--- config.mk ---
export PLATFORM = sky130hd
export DESIGN_NAME = dsp_mac_sequencer
export DESIGN_NICKNAME = d
export VERILOG_FILES = /design/src/rtl/dsp_mac_sequencer_pkg.sv /design/src/rtl/dsp_mac_sequencer_tag_pipe.sv /design/src/rtl/dsp_mac_sequencer.sv
export SDC_FILE = /design/constraint.sdc
export NUM_CORES = 1
export LEC_CHECK = 0
export CAP_MARGIN = 20
export CORE_ASPECT_RATIO = 1.1
export CORE_UTILIZATION = 30
export DETAILED_ROUTE_END_ITERATION = 8
export DONT_BUFFER_PORTS = 1
export PLACE_DENSITY = 0.44
export SLEW_MARGIN = 20
export SYNTH_ARGS = -nofsm -noshare
export SYNTH_HDL_FRONTEND = slang
export SYNTH_SLANG_ARGS = --single-unit
--- constraint.sdc ---
create_clock -name CLK -period 5.25 [get_ports CLK]
set_clock_uncertainty 0.2 [all_clocks]
set_input_delay 0.7875 -clock CLK [delete_from_list [all_inputs] [get_ports CLK]]
set_output_delay 0.7875 -clock CLK [all_outputs]
set_load 0.01 [all_outputs]
--- src/rtl/dsp_mac_sequencer_pkg.sv ---
// Shared types and OPMODE opcodes for the DSP48A1 MAC sequencer.
// A tag travels alongside each operand pair so OPMODE and capture line up with the slice pipeline.
package dsp_mac_sequencer_pkg;

    typedef enum logic [1:0] {
        ST_IDLE  = 2'd0,
        ST_RUN   = 2'd1,
        ST_DRAIN = 2'd2,
        ST_DONE  = 2'd3
    } state_t;

    typedef struct packed {
        logic vld;
        logic first;
        logic last;
    } tag_t;

    localparam logic [7:0] OPM_IDLE     = 8'h00;
    localparam logic [7:0] OPM_FIRST_Z0 = 8'h01;
    localparam logic [7:0] OPM_HOLD     = 8'h08;
    localparam logic [7:0] OPM_ACC      = 8'h09;
    localparam logic [7:0] OPM_FIRST_C  = 8'h0D;

    // Bubbles before the first tap clear P; bubbles after it hold P.
    function automatic logic [7:0] tag_opmode(input tag_t tag, input logic use_bias,
                                              input logic started);
        if (tag.first)
            return use_bias ? OPM_FIRST_C : OPM_FIRST_Z0;
        if (tag.vld)
            return OPM_ACC;
        if (started)
            return OPM_HOLD;
        return OPM_IDLE;
    endfunction

endpackage

--- src/rtl/dsp_mac_sequencer_tag_pipe.sv ---
// Delay line for {vld,first,last} tags, with taps at the OPMODE stage and at the P capture stage.
// Stage k is valid k+1 cycles after the tag was issued, i.e. k cycles after its operands are driven.
module dsp_mac_sequencer_tag_pipe
    import dsp_mac_sequencer_pkg::*;
#(
    parameter int OPM_DLY = 1,
    parameter int CAP_DLY = 3
) (
    input  logic clk,
    input  logic rst,
    input  tag_t tag_in,
    output tag_t opm_tag,
    output logic cap_last
);

    logic [CAP_DLY:0] last_sr;

    always_ff @(posedge clk) begin
        if (rst)
            last_sr <= '0;
        else
            last_sr <= {last_sr[CAP_DLY-1:0], tag_in.last};
    end

    assign cap_last = last_sr[CAP_DLY];

    generate
        if (OPM_DLY == 0) begin : g_opm_comb
            assign opm_tag = tag_in;
        end else begin : g_opm_reg
            tag_t [OPM_DLY-1:0] tags;

            always_ff @(posedge clk) begin
                if (rst) begin
                    tags <= '0;
                end else begin
                    tags[0] <= tag_in;
                    for (int k = 1; k < OPM_DLY; k++)
                        tags[k] <= tags[k-1];
                end
            end

            assign opm_tag = tags[OPM_DLY-1];
        end
    endgenerate

endmodule

--- src/rtl/dsp_mac_sequencer.sv ---
// Sequences one DSP48A1 slice through an N-tap unsigned dot product (optionally biased)
// and returns the 48-bit sum and final CARRYOUT over a valid/ready handshake.
//   state | meaning
//   IDLE  | waiting for a job command
//   RUN   | one tag per cycle: operands on handshake, bubble otherwise
//   DRAIN | all tags issued, waiting for the last tag to reach P
//   DONE  | result held until accepted
module dsp_mac_sequencer
    import dsp_mac_sequencer_pkg::*;
#(
    parameter int PIPE_AB    = 1,
    parameter int PIPE_M     = 1,
    parameter int PIPE_P     = 1,
    parameter int OPMODE_REG = 1,
    parameter int LEN_W      = 8
) (
    input  logic             CLK,
    input  logic             RST,
    input  logic             cmd_valid,
    output logic             cmd_ready,
    input  logic [LEN_W-1:0] cmd_len,
    input  logic [47:0]      cmd_bias,
    input  logic             cmd_use_bias,
    input  logic             op_valid,
    output logic             op_ready,
    input  logic [17:0]      op_a,
    input  logic [17:0]      op_b,
    output logic             res_valid,
    input  logic             res_ready,
    output logic [47:0]      res_data,
    output logic             res_carry,
    output logic [17:0]      DSP_A,
    output logic [17:0]      DSP_B,
    output logic [47:0]      DSP_C,
    output logic [17:0]      DSP_D,
    output logic [7:0]       DSP_OPMODE,
    output logic             DSP_CE,
    output logic             DSP_RST,
    input  logic [47:0]      DSP_P,
    input  logic             DSP_CARRYOUT
);

    localparam int OPM_DLY = PIPE_AB + PIPE_M - OPMODE_REG;
    localparam int CAP_DLY = PIPE_AB + PIPE_M + PIPE_P;

    state_t           state;
    logic [LEN_W-1:0] cnt;
    logic             first_pend;
    logic             use_bias;
    logic             started;
    logic             bias_sel;
    logic             cmd_hs;
    logic             op_hs;
    tag_t             tag_in;
    tag_t             opm_tag;
    logic             cap_last;

    assign cmd_hs   = cmd_valid & cmd_ready;
    assign op_hs    = op_valid & op_ready;
    assign bias_sel = (state == ST_IDLE) ? cmd_use_bias : use_bias;

    assign DSP_D   = '0;
    assign DSP_CE  = ~RST;
    assign DSP_RST = RST;

    // A zero-length job still sends one first/last tag so the bias (or zero) reaches P.
    always_comb begin
        tag_in = '0;
        if (cmd_hs && cmd_len == '0)
            tag_in = '{vld: 1'b0, first: 1'b1, last: 1'b1};
        else if (op_hs)
            tag_in = '{vld: 1'b1, first: first_pend, last: (cnt == LEN_W'(1))};
    end

    dsp_mac_sequencer_tag_pipe #(
        .OPM_DLY (OPM_DLY),
        .CAP_DLY (CAP_DLY)
    ) u_tag_pipe (
        .clk      (CLK),
        .rst      (RST),
        .tag_in   (tag_in),
        .opm_tag  (opm_tag),
        .cap_last (cap_last)
    );

    always_ff @(posedge CLK) begin
        if (RST) begin
            state      <= ST_IDLE;
            cmd_ready  <= 1'b1;
            op_ready   <= 1'b0;
            res_valid  <= 1'b0;
            res_data   <= '0;
            res_carry  <= 1'b0;
            cnt        <= '0;
            first_pend <= 1'b0;
            use_bias   <= 1'b0;
            started    <= 1'b0;
            DSP_A      <= '0;
            DSP_B      <= '0;
            DSP_C      <= '0;
            DSP_OPMODE <= OPM_IDLE;
        end else begin
            DSP_A      <= op_hs ? op_a : '0;
            DSP_B      <= op_hs ? op_b : '0;
            DSP_OPMODE <= tag_opmode(opm_tag, bias_sel, started);
            if (opm_tag.last)
                started <= 1'b0;
            else if (opm_tag.first)
                started <= 1'b1;

            case (state)
                ST_IDLE: begin
                    if (cmd_hs) begin
                        cnt        <= cmd_len;
                        first_pend <= 1'b1;
                        use_bias   <= cmd_use_bias;
                        DSP_C      <= cmd_bias;
                        cmd_ready  <= 1'b0;
                        if (cmd_len == '0) begin
                            state <= ST_DRAIN;
                        end else begin
                            state    <= ST_RUN;
                            op_ready <= 1'b1;
                        end
                    end
                end
                ST_RUN: begin
                    if (op_hs) begin
                        cnt        <= cnt - LEN_W'(1);
                        first_pend <= 1'b0;
                        if (cnt == LEN_W'(1)) begin
                            state    <= ST_DRAIN;
                            op_ready <= 1'b0;
                        end
                    end
                end
                ST_DRAIN: begin
                    if (cap_last) begin
                        res_data  <= DSP_P;
                        res_carry <= DSP_CARRYOUT;
                        res_valid <= 1'b1;
                        state     <= ST_DONE;
                    end
                end
                ST_DONE: begin
                    if (res_ready) begin
                        res_valid <= 1'b0;
                        cmd_ready <= 1'b1;
                        state     <= ST_IDLE;
                    end
                end
                default: state <= ST_IDLE;
            endcase
        end
    end

endmodule

# Yosys cells after proc, flatten, opt, wreduce, memory -nomap -nowiden
# Cells that the tools add are included.
# W data, S select, Z words.
dict set report classes {
  bitwise_logic 4
  n_mux 43
  eq_ne 10
  reduce_logical 16
  addsub 1
}
# op n
set ops {}
lappend ops {{$mux W8} 8}
lappend ops {{$mux W1} 20}
lappend ops {{$pmux W8 S2} 1}
lappend ops {{$mux W2} 7}
lappend ops {{$ne A2 B2 Y1 const B} 5}
lappend ops {{$reduce_and A5 Y1} 2}
lappend ops {{$reduce_and A3 Y1} 3}
lappend ops {{$eq A8 B1 Y1 const B} 1}
lappend ops {{$logic_not A8 Y1} 1}
lappend ops {{$pmux W1 S2} 4}
lappend ops {{$pmux W2 S4} 1}
lappend ops {{$sub A8 B1 Y8 const B} 1}
lappend ops {{$reduce_bool A2 Y1} 3}
lappend ops {{$reduce_or A2 Y1} 3}
lappend ops {{$eq A2 B2 Y1 const B} 2}
lappend ops {{$mux W4} 1}
lappend ops {{$reduce_and A2 Y1} 2}
lappend ops {{$mux W3} 1}
lappend ops {{$and A1 B1 Y1} 2}
lappend ops {{$eq A2 B1 Y1 const B} 1}
lappend ops {{$logic_not A2 Y1} 1}
lappend ops {{$ne A2 B1 Y1 const B} 1}
lappend ops {{$not A1 Y1} 2}
lappend ops {{$logic_and A1 B1 Y1} 1}
dict set report totals {
  input_bits 147
  out_inout_bits 164
  elab_cells 92
  ff_bits 164
}

# Logic depth before layout (Yosys ltp)
# Gate-level depths: netlist (run 1).
dict set report logic_depth {
  depth_word 10
  mapped_depth 8
  mapped_depth_nobuf 6
}

# By module
# Synthesis (run 1) repeated with hierarchy kept, for this count alone.
dict set report hier_totals {
  hier_cells 684
  hier_area_um2 5840.6
}
# module area_each_um2 seq_area_each_um2 instances cells_per_inst
set by_module_without_submodules {}
lappend by_module_without_submodules {dsp_mac_sequencer 5675.4 3042.9 1 671}
lappend by_module_without_submodules {dsp_mac_sequencer_tag_pipe 165.2 120.1 1 13}

# Least setup slack after synthesis (run 1)
# No wires, ideal clock.
dict set report synth_path {
  path_kind {input to register}
  from {input cmd_len[2]}
  to {register op_ready}
  path_slack_ps 3135
  path_buffers 0
  t_required_ps 4934
  cell_stages 4
  arrival_ps 1799
  path_cell_list {or4_1 nor2_2 a2111oi_0 a31o_1}
}
dict set report synth_between {
  elab_chain_cells 3
}
# element line_no
set synth_lines {}
lappend synth_lines {{from (decl)} dsp_mac_sequencer.sv:21} ;# input logic [LEN_W-1:0] cmd_len,
lappend synth_lines {{$logic_not A8 Y1} dsp_mac_sequencer.sv:119} ;# if (cmd_len == '0) begin
lappend synth_lines {{$ne A2 B2 Y1 (no line)} -}
lappend synth_lines {{$reduce_and A5 Y1 (no line)} -}
lappend synth_lines {{to (signal assigned)} dsp_mac_sequencer.sv:90} ;# op_ready <= 1'b0;
lappend synth_lines {{to (signal assigned)} dsp_mac_sequencer.sv:123} ;# op_ready <= 1'b1;
lappend synth_lines {{to (signal assigned)} dsp_mac_sequencer.sv:133} ;# op_ready <= 1'b0;
lappend synth_lines {{to (decl)} dsp_mac_sequencer.sv:25} ;# output logic op_ready,
# Every way passes these cells.
# A chain may end at the register's enable or synchronous reset.

# Worst setup path after layout (run 1)
dict set report layout_path {
  from {register state[1]}
  to {register op_ready}
}
dict set report layout_between {
  elab_chain_cells 3
}
# element line_no
set layout_lines {}
lappend layout_lines {{from (decl)} dsp_mac_sequencer.sv:46} ;# state_t state;
lappend layout_lines {{from (signal assigned)} dsp_mac_sequencer.sv:88} ;# state <= ST_IDLE;
lappend layout_lines {{from (signal assigned)} dsp_mac_sequencer.sv:120} ;# state <= ST_DRAIN;
lappend layout_lines {{from (signal assigned)} dsp_mac_sequencer.sv:122} ;# state <= ST_RUN;
lappend layout_lines {{$eq A2 B1 Y1 or $logic_not A2 Y1 (tied branches)} dsp_mac_sequencer.sv:111} ;# case (state)
lappend layout_lines {{$ne A2 B2 Y1 (no line) or $reduce_bool A2 Y1 (tied branches)} -}
lappend layout_lines {{$reduce_and A5 Y1 (no line)} -}
# Parallel ways exist; a longest one is shown, timed or not.

==> summary.txt, run 1 <==
Outcome: finished clean
DR iter-0 viols: 207
Area of the multi-input gates: 0.00227 mm²
RR Startpoint: state[1]
Final Util: 0.344
CP max FO: 19
Placed insts: 874
Worst hold path cell count: 1
Slew Limit Fails: 0
Post-CTS sizing: 0
Pre-CTS setup slack: 2.73 ns
Post-layout minimum cycle time: 2.48 ns
CP peak stage delay: 0.60 ns
CTS H-tree lvls: 4
Std cell rows: 52
Setup TNS: 0 ns
Port bufs: 0
Share of synthesized registers carrying an async set or reset: 0
Vias per cell: 4.80
Syn_area_per_cell: 8.49 µm²
Hold Buf Count CTS: 0
Die X: 134 µm
Final GP Congestion: 0.765
Max_cap viols: 0
Static Leak: 2.31 nW
Final Cycle Share: 0.473
Sequential Area: 0.00316 mm²
CP arrival: 2.63 ns
Commonest non-fill, non-tap cell in the layout: nand2_1
Fillcell total: 1,941
Worst hold path endpoint: started
Slowest cell on crit path: ha_1
Area growth, synth to finish: 11.4%
Cell depth of the worst flop-to-flop path: 6
P per Cell Area: 491 mW/mm²
Rel. slew slack: 0.353
RSZ-0062 raised after global routing: no
Buffers and inverters on the worst path: 1
Internal cell power: 2.14 mW
DIE AREA: 0.0196 mm²
Post-Syn Area: 0.00572 mm²
Clock transition at the registers of the reported paths: 0.06 ns
#FFs+latches synth: 158
Post-DRT Antenna Nets: 0
# clock sinks: 158
TritonCTS clock tree: built
IO Count: 311
Via count: 4,355
Worst slew pin tran: 0.970 ns
Crit path required time: 5.40 ns
Initial antenna violation count: 0
N_diodes: 0
Seq pwr share: 0.468
FF-to-FF End: op_ready
Sequential cell area fraction in the yosys report: 0.553
Final Worst Setup Slack: 2.77 ns
Starting Density: 0.309
Instance count of the mapped netlist: 674
Commonest cells after routing, fill and taps aside: nand2_1, dfxtp_1, a21oi_1, and2_1, conb_1
Synth warn: 0
Hpwl dp: 9870 µm
DR pass1 iterations: 4
Overall Global Routing Usage: 0.137
Post-synth EDFFs: 0
VDD IR max: 0.000232 V
Synth cell types: 50
Hold crit path type: reg -> reg
Cts bufs inserted: 17
Sw Share: 0.316
R2r setup slk: 2.77 ns
Post-CTS Setup Inserts: 0
Cells along the critical path: inv_1 -> ha_1 -> nor2_1 -> a211o_1 -> a2111oi_0 -> a31o_1
Top FF cell, synth: dfxtp_1
Grt total ovfl: 0
Critical Path End Type: flip-flop
Crit Path Class: reg -> reg
DRC: 0
Net Switching: 0.988 mW
Clock share of power: 0.381
WL/cell: 15.4 µm
Largest net degree at the start of global routing: 119
Share of post-route cells with drive strength above 1: 0.0678
Non-Filler Instances: 907
Hold_sp: u_tag_pipe.last_sr[0]
Startpoint types: flip-flop
Core Area: 0.0185 mm²
Maximum clock path buffer count: 2
Layout net count: 805
Setup violations, final: 0
CP top delay family: compound AO/OA/AOI/OAI gates
Fmax: 0.403 GHz
Final Hold Vio Count: 0
Vias in the first global route: 3,968
Die Height: 147 µm
Comb power frac: 0.151
CTS Root Cell: clkbuf_16
Worst-Skew Late Latency: 0.42 ns
Final WL: 13,900 µm
Global-route wire length before repair: 20,900 µm
sequential cells by signal, summed over array words and instances (netlist names):
| register | flops |
|---|---|
| u_tag_pipe.last_sr | 4 |
| use_bias | 1 |
| DSP_OPMODE | 3 |
| DSP_B | 18 |
| DSP_C | 48 |
| DSP_A | 18 |
| cnt | 8 |
| first_pend | 1 |
| started | 1 |
| cmd_ready | 1 |
| res_valid | 1 |
| op_ready | 1 |
| u_tag_pipe.opm_tag | 2 |
| res_data | 48 |
| res_carry | 1 |
| state | 2 |
layer usage:
metal / global-route usage / routed length (µm) / vias to the layer above
li1: - / - / 2110
met1: 0.149 / 5340 / 2014
met2: 0.225 / 6800 / 219
met3: 0.0683 / 1560 / 12
met4: 0.0528 / 214 / 0
met5: 0 / 0 / -
how the worst max path moves through the flow:
stage,endpoint,startpoint,depth (start not counted),slack [ns]
final,op_ready,state[1],6,2.77
after global routing,DSP_C[6],state[0],5,2.57
after detailed placement,first_pend,state[1],6,2.73
after CTS,first_pend,state[1],6,2.72
after floorplan,op_ready,cmd_len[2],4,3.14
after global placement,first_pend,state[1],6,2.84
synthesized netlist by cell type (all sizes together), types with 4 or more instances:
| master | instances | area [µm²] |
|---|---|---|
| nand2 | 208 | 783 |
| dfxtp | 158 | 3160 |
| a21oi | 111 | 556 |
| and2 | 37 | 231 |
| buf | 34 | 231 |
| clkbuf | 32 | 120 |
| nor2 | 14 | 55.1 |
| inv | 10 | 37.5 |
| o21ai | 10 | 50.1 |
| ha | 7 | 87.6 |
| nor2b | 7 | 43.8 |
| nand3 | 5 | 25.0 |
| nor3 | 4 | 25.0 |
kinds of logic after synthesis:
logic type | Yosys count | synth area share
and+or+nand+nor | 284 | 0.215
DFF | 158 | 0.553
AOI/OAI and AO/OA | 146 | 0.145
buffers and inverters | 76 | 0.0680
adders and majority gates | 7 | 0.0153
muxes | 2 | 0.00372
other | 1 | 0.000655
through the flow:
stage | area [µm²] | hold slack, ns | power, mW
floorplan | 5810 | 0.189 | 1.87
global placement | 5780 | 0.209 | 1.94
detailed placement | 5780 | 0.201 | 1.96
CTS | 6360 | 0.209 | 3.17
global route | 6380 | 0.212 | 3.32
finish | 6380 | 0.204 | 3.13
final cells by class:
class	instances	share of cell area
Clock buffer	18	0.0689
Clock inverter	14	0.0216
Inverter	10	0.00589
Multi-Input combinational cell	462	0.356
Sequential cell	158	0.496
Tap cell	243	0.0477
Timing Repair Buffer	2	0.00432
power by group through the flow:
| stage | logic (mW) | clock network [mW] | registers, mW |
|---|---|---|---|
| CTS | 0.466 | 1.24 | 1.47 |
| detailed placement | 0.465 | 0 | 1.49 |
| global route | 0.539 | 1.30 | 1.48 |
| finish | 0.473 | 1.19 | 1.47 |
| global placement | 0.449 | 0 | 1.49 |
| floorplan | 0.410 | 0 | 1.46 |
worst reg2reg max path, stage by stage (launching register included):
cell and delay [ns]:
dfxtp_1 0.33, inv_1 0.12, ha_1 0.60, nor2_1 0.14, a211o_1 0.41, a2111oi_0 0.47
a31o_1 0.16
(Power assumes the default switching activity.)
==> run 2: changes to the inputs <==
--- a/config.mk
+++ b/config.mk
@@ -5,6 +5,7 @@
 export SDC_FILE = /design/constraint.sdc
 export NUM_CORES = 1
 export LEC_CHECK = 0
+export ABC_AREA = 1
 export CAP_MARGIN = 20
 export CORE_ASPECT_RATIO = 1.1
 export CORE_UTILIZATION = 30
==> constraint.sdc (replaced) <==
create_clock -name CLK -period 2.6 [get_ports CLK]
set_clock_uncertainty 0.2 [all_clocks]
set_input_delay 0.39 -clock CLK [delete_from_list [all_inputs] [get_ports CLK]]
set_output_delay 0.39 -clock CLK [all_outputs]
set_load 0.01 [all_outputs]
==> run 2 against run 1 <==
  * Power is 130% higher
  * Via count is 18% higher
  * Critical endpoint is now DSP_C[44]
  * Final area is 23% higher
  * Worst setup slack worse by 2.1 ns
  * Largest cell class unchanged
  * Largest power group unchanged
  * Count of clock-buffer cells in the layout is 1 lower
==> summary.txt, run 2 <==
Outcome: finished clean
Share of post-route cells with drive strength above 1: 0.0554
Internal cell power: 4.76 mW
Hold Buf Count CTS: 136
Pre-CTS setup slack: 0.595 ns
Largest net degree at the start of global routing: 64
TritonCTS clock tree: built
Crit Path Class: reg -> reg
Via count: 5,137
Commonest non-fill, non-tap cell in the layout: nor2_1
Final GP Congestion: 0.827
Largest area contributor in the netlist: dfxtp_1
Seq pwr share: 0.432
Final Hold Vio Count: 0
Rel. slew slack: 0.578
Slew Limit Fails: 0
N_diodes: 0
P per Cell Area: 913 mW/mm²
Starting Density: 0.305
Critical Path End Type: flip-flop
Static Leak: 3.36 nW
Post-CTS sizing: 0
Critical Path Stages: 8
Net Switching: 2.41 mW
CP arrival: 2.13 ns
Cell depth of the worst flop-to-flop path: 8
Syn_area_per_cell: 7.76 µm²
Sequential Area: 0.00316 mm²
CP max FO: 38
Fmax: 0.504 GHz
DR pass1 iterations: 5
Clock share of power: 0.353
CTS H-tree lvls: 4
Maximum clock path buffer count: 2
VDD IR max: 0.000465 V
Count leader, synth: nor2_1
Startpoint types: flip-flop
Top FF cell, synth: dfxtp_1
Setup violations, final: 0
Commonest cells after routing, fill and taps aside: nor2_1, dfxtp_1, dlygate4sd3_1, o21ai_0, inv_1
Slowest cell on crit path: buf_4
Commonest cells post-synth: nor2_1, dfxtp_1, o21ai_0
CP top delay family: buffers and inverters
Cts bufs inserted: 17
Vias in the first global route: 4,949
Setup TNS: 0 ns
Layout net count: 1,027
Cells along the critical path: inv_1 -> ha_1 -> inv_2 -> nor2_4 -> inv_2 -> buf_4 -> nor2_1 -> nor2_1
Crit path required time: 2.75 ns
Post-layout minimum cycle time: 1.98 ns
CP peak stage delay: 0.39 ns
Initial antenna violation count: 0
Area of the multi-input gates: 0.00214 mm²
Post-synth EDFFs: 0
Instance count of the mapped netlist: 751
Fillcell total: 1,902
Comb power frac: 0.215
Final Cycle Share: 0.762
Synth cell types: 28
Largest registers: DSP_C: 48 flops, res_data: 48 flops
Worst hold path cell count: 2
Die Height: 148 µm
Die X: 135 µm
Clock transition at the registers of the reported paths: 0.07 ns
Post-Syn Area: 0.00583 mm²
Share of synthesized registers carrying an async set or reset: 0
Sequential cell area fraction in the yosys report: 0.543
Vias per cell: 4.54
Sw Share: 0.336
WL/cell: 14.3 µm
DIE AREA: 0.0200 mm²
Post-route total power: 7.17 mW
# clock sinks: 158
Synth warn: 0
Worst-Skew Late Latency: 0.41 ns
Final Worst Setup Slack: 0.618 ns
Port bufs: 0
Synth top area cells: dfxtp_1, nor2_1, o21ai_0
Post-DRT Antenna Nets: 0
Core Area: 0.0191 mm²
Post-CTS Setup Inserts: 0
Buffers and inverters on the worst path: 4
#FFs+latches synth: 158
CTS Root Cell: clkbuf_16
IO Count: 311
Worst slew pin tran: 0.630 ns
Final WL: 16,200 µm
DRC: 0
Synth top area share: 0.543
Hpwl dp: 10,100 µm
Hold crit path type: in -> reg
Overall Global Routing Usage: 0.154
Std cell rows: 53
Global-route wire length before repair: 24,100 µm
Area growth, synth to finish: 34.8%
Max_cap viols: 0
RSZ-0062 raised after global routing: no
DR iter-0 viols: 211
Grt total ovfl: 0
-- run 2: kinds of logic (layout without fill, tap and decap cells) --
kind of cell	after synthesis	in the layout	share of synthesized area
multiplexers	1	1	0.00172
AND/OR/NAND/NOR	329	329	0.221
other	1	23	0.000643
flip-flops	158	158	0.543
AO/OA/AOI/OAI	129	129	0.113
XOR/XNOR	1	1	0.00150
buffers and inverters	125	237	0.105
adder cells (fa/ha/maj)	7	7	0.0150
-- run 2: cell type report --
cell class	count	share of cell area
inverter	62	0.0296
clock buffer	17	0.0541
multi-input combinational	490	0.272
timing repair buffer	144	0.181
clock inverter	14	0.0218
tap	247	0.0393
sequential	158	0.402
-- run 2: power by group through the flow --
stage          Sequential, mW  Clock [mW]  Combinational, mW
6_report                 3.10        2.53               1.54
5_1_grt                  3.13        2.72               1.75
3_5_place_dp             3.14           0               1.35
3_3_place_gp             3.15           0               1.32
4_1_cts                  3.10        2.61               1.53
2_1_floorplan            3.07           0               1.16
-- run 2: worst register-to-register path, cell delays in order, from the launching register on --
cell and delay [ns]:
dfxtp_1 0.38, inv_1 0.11, ha_1 0.30, inv_2 0.10, nor2_4 0.04, inv_2 0.17, buf_4 0.39, nor2_1 0.12
nor2_1 0.12
-- run 2: path summary, 6_finish.rpt --
| kind | start | end | slack, ns |
|---|---|---|---|
| setup reg to reg | state[0] | DSP_C[44] | 0.62 |
| hold reg to reg | u_tag_pipe.last_sr[2] | u_tag_pipe.last_sr[3] | 0.20 |
| setup / recovery | state[0] | DSP_C[44] | 0.62 |
| hold / removal | DSP_P[44] | res_data[44] | 0.007 |
-- run 2: stage by stage --
| stage | hold slack [ns] | area [µm²] | instances | utilization |
|---|---|---|---|---|
| after floorplan | 0.188 | 5910 | 773 | - |
| after global placement | 0.195 | 5900 | 965 | 0.309 |
| after detailed placement | 0.199 | 5900 | 965 | 0.309 |
| after CTS | 0.00733 | 7860 | 1132 | 0.411 |
| after global routing | 0.0179 | 7860 | 1132 | 0.411 |
| final | 0.00686 | 7860 | 1132 | 0.411 |
-- run 2: metal layers --
metal / track usage / vias to the layer above / part of all wire
met2: 0.272 / 245 / 0.49
met3: 0.0535 / 31 / 0.086
met1: 0.164 / 2332 / 0.40
li1: - / 2529 / -
met4: 0.0708 / 0 / 0.025
met5: 0 / - / 0
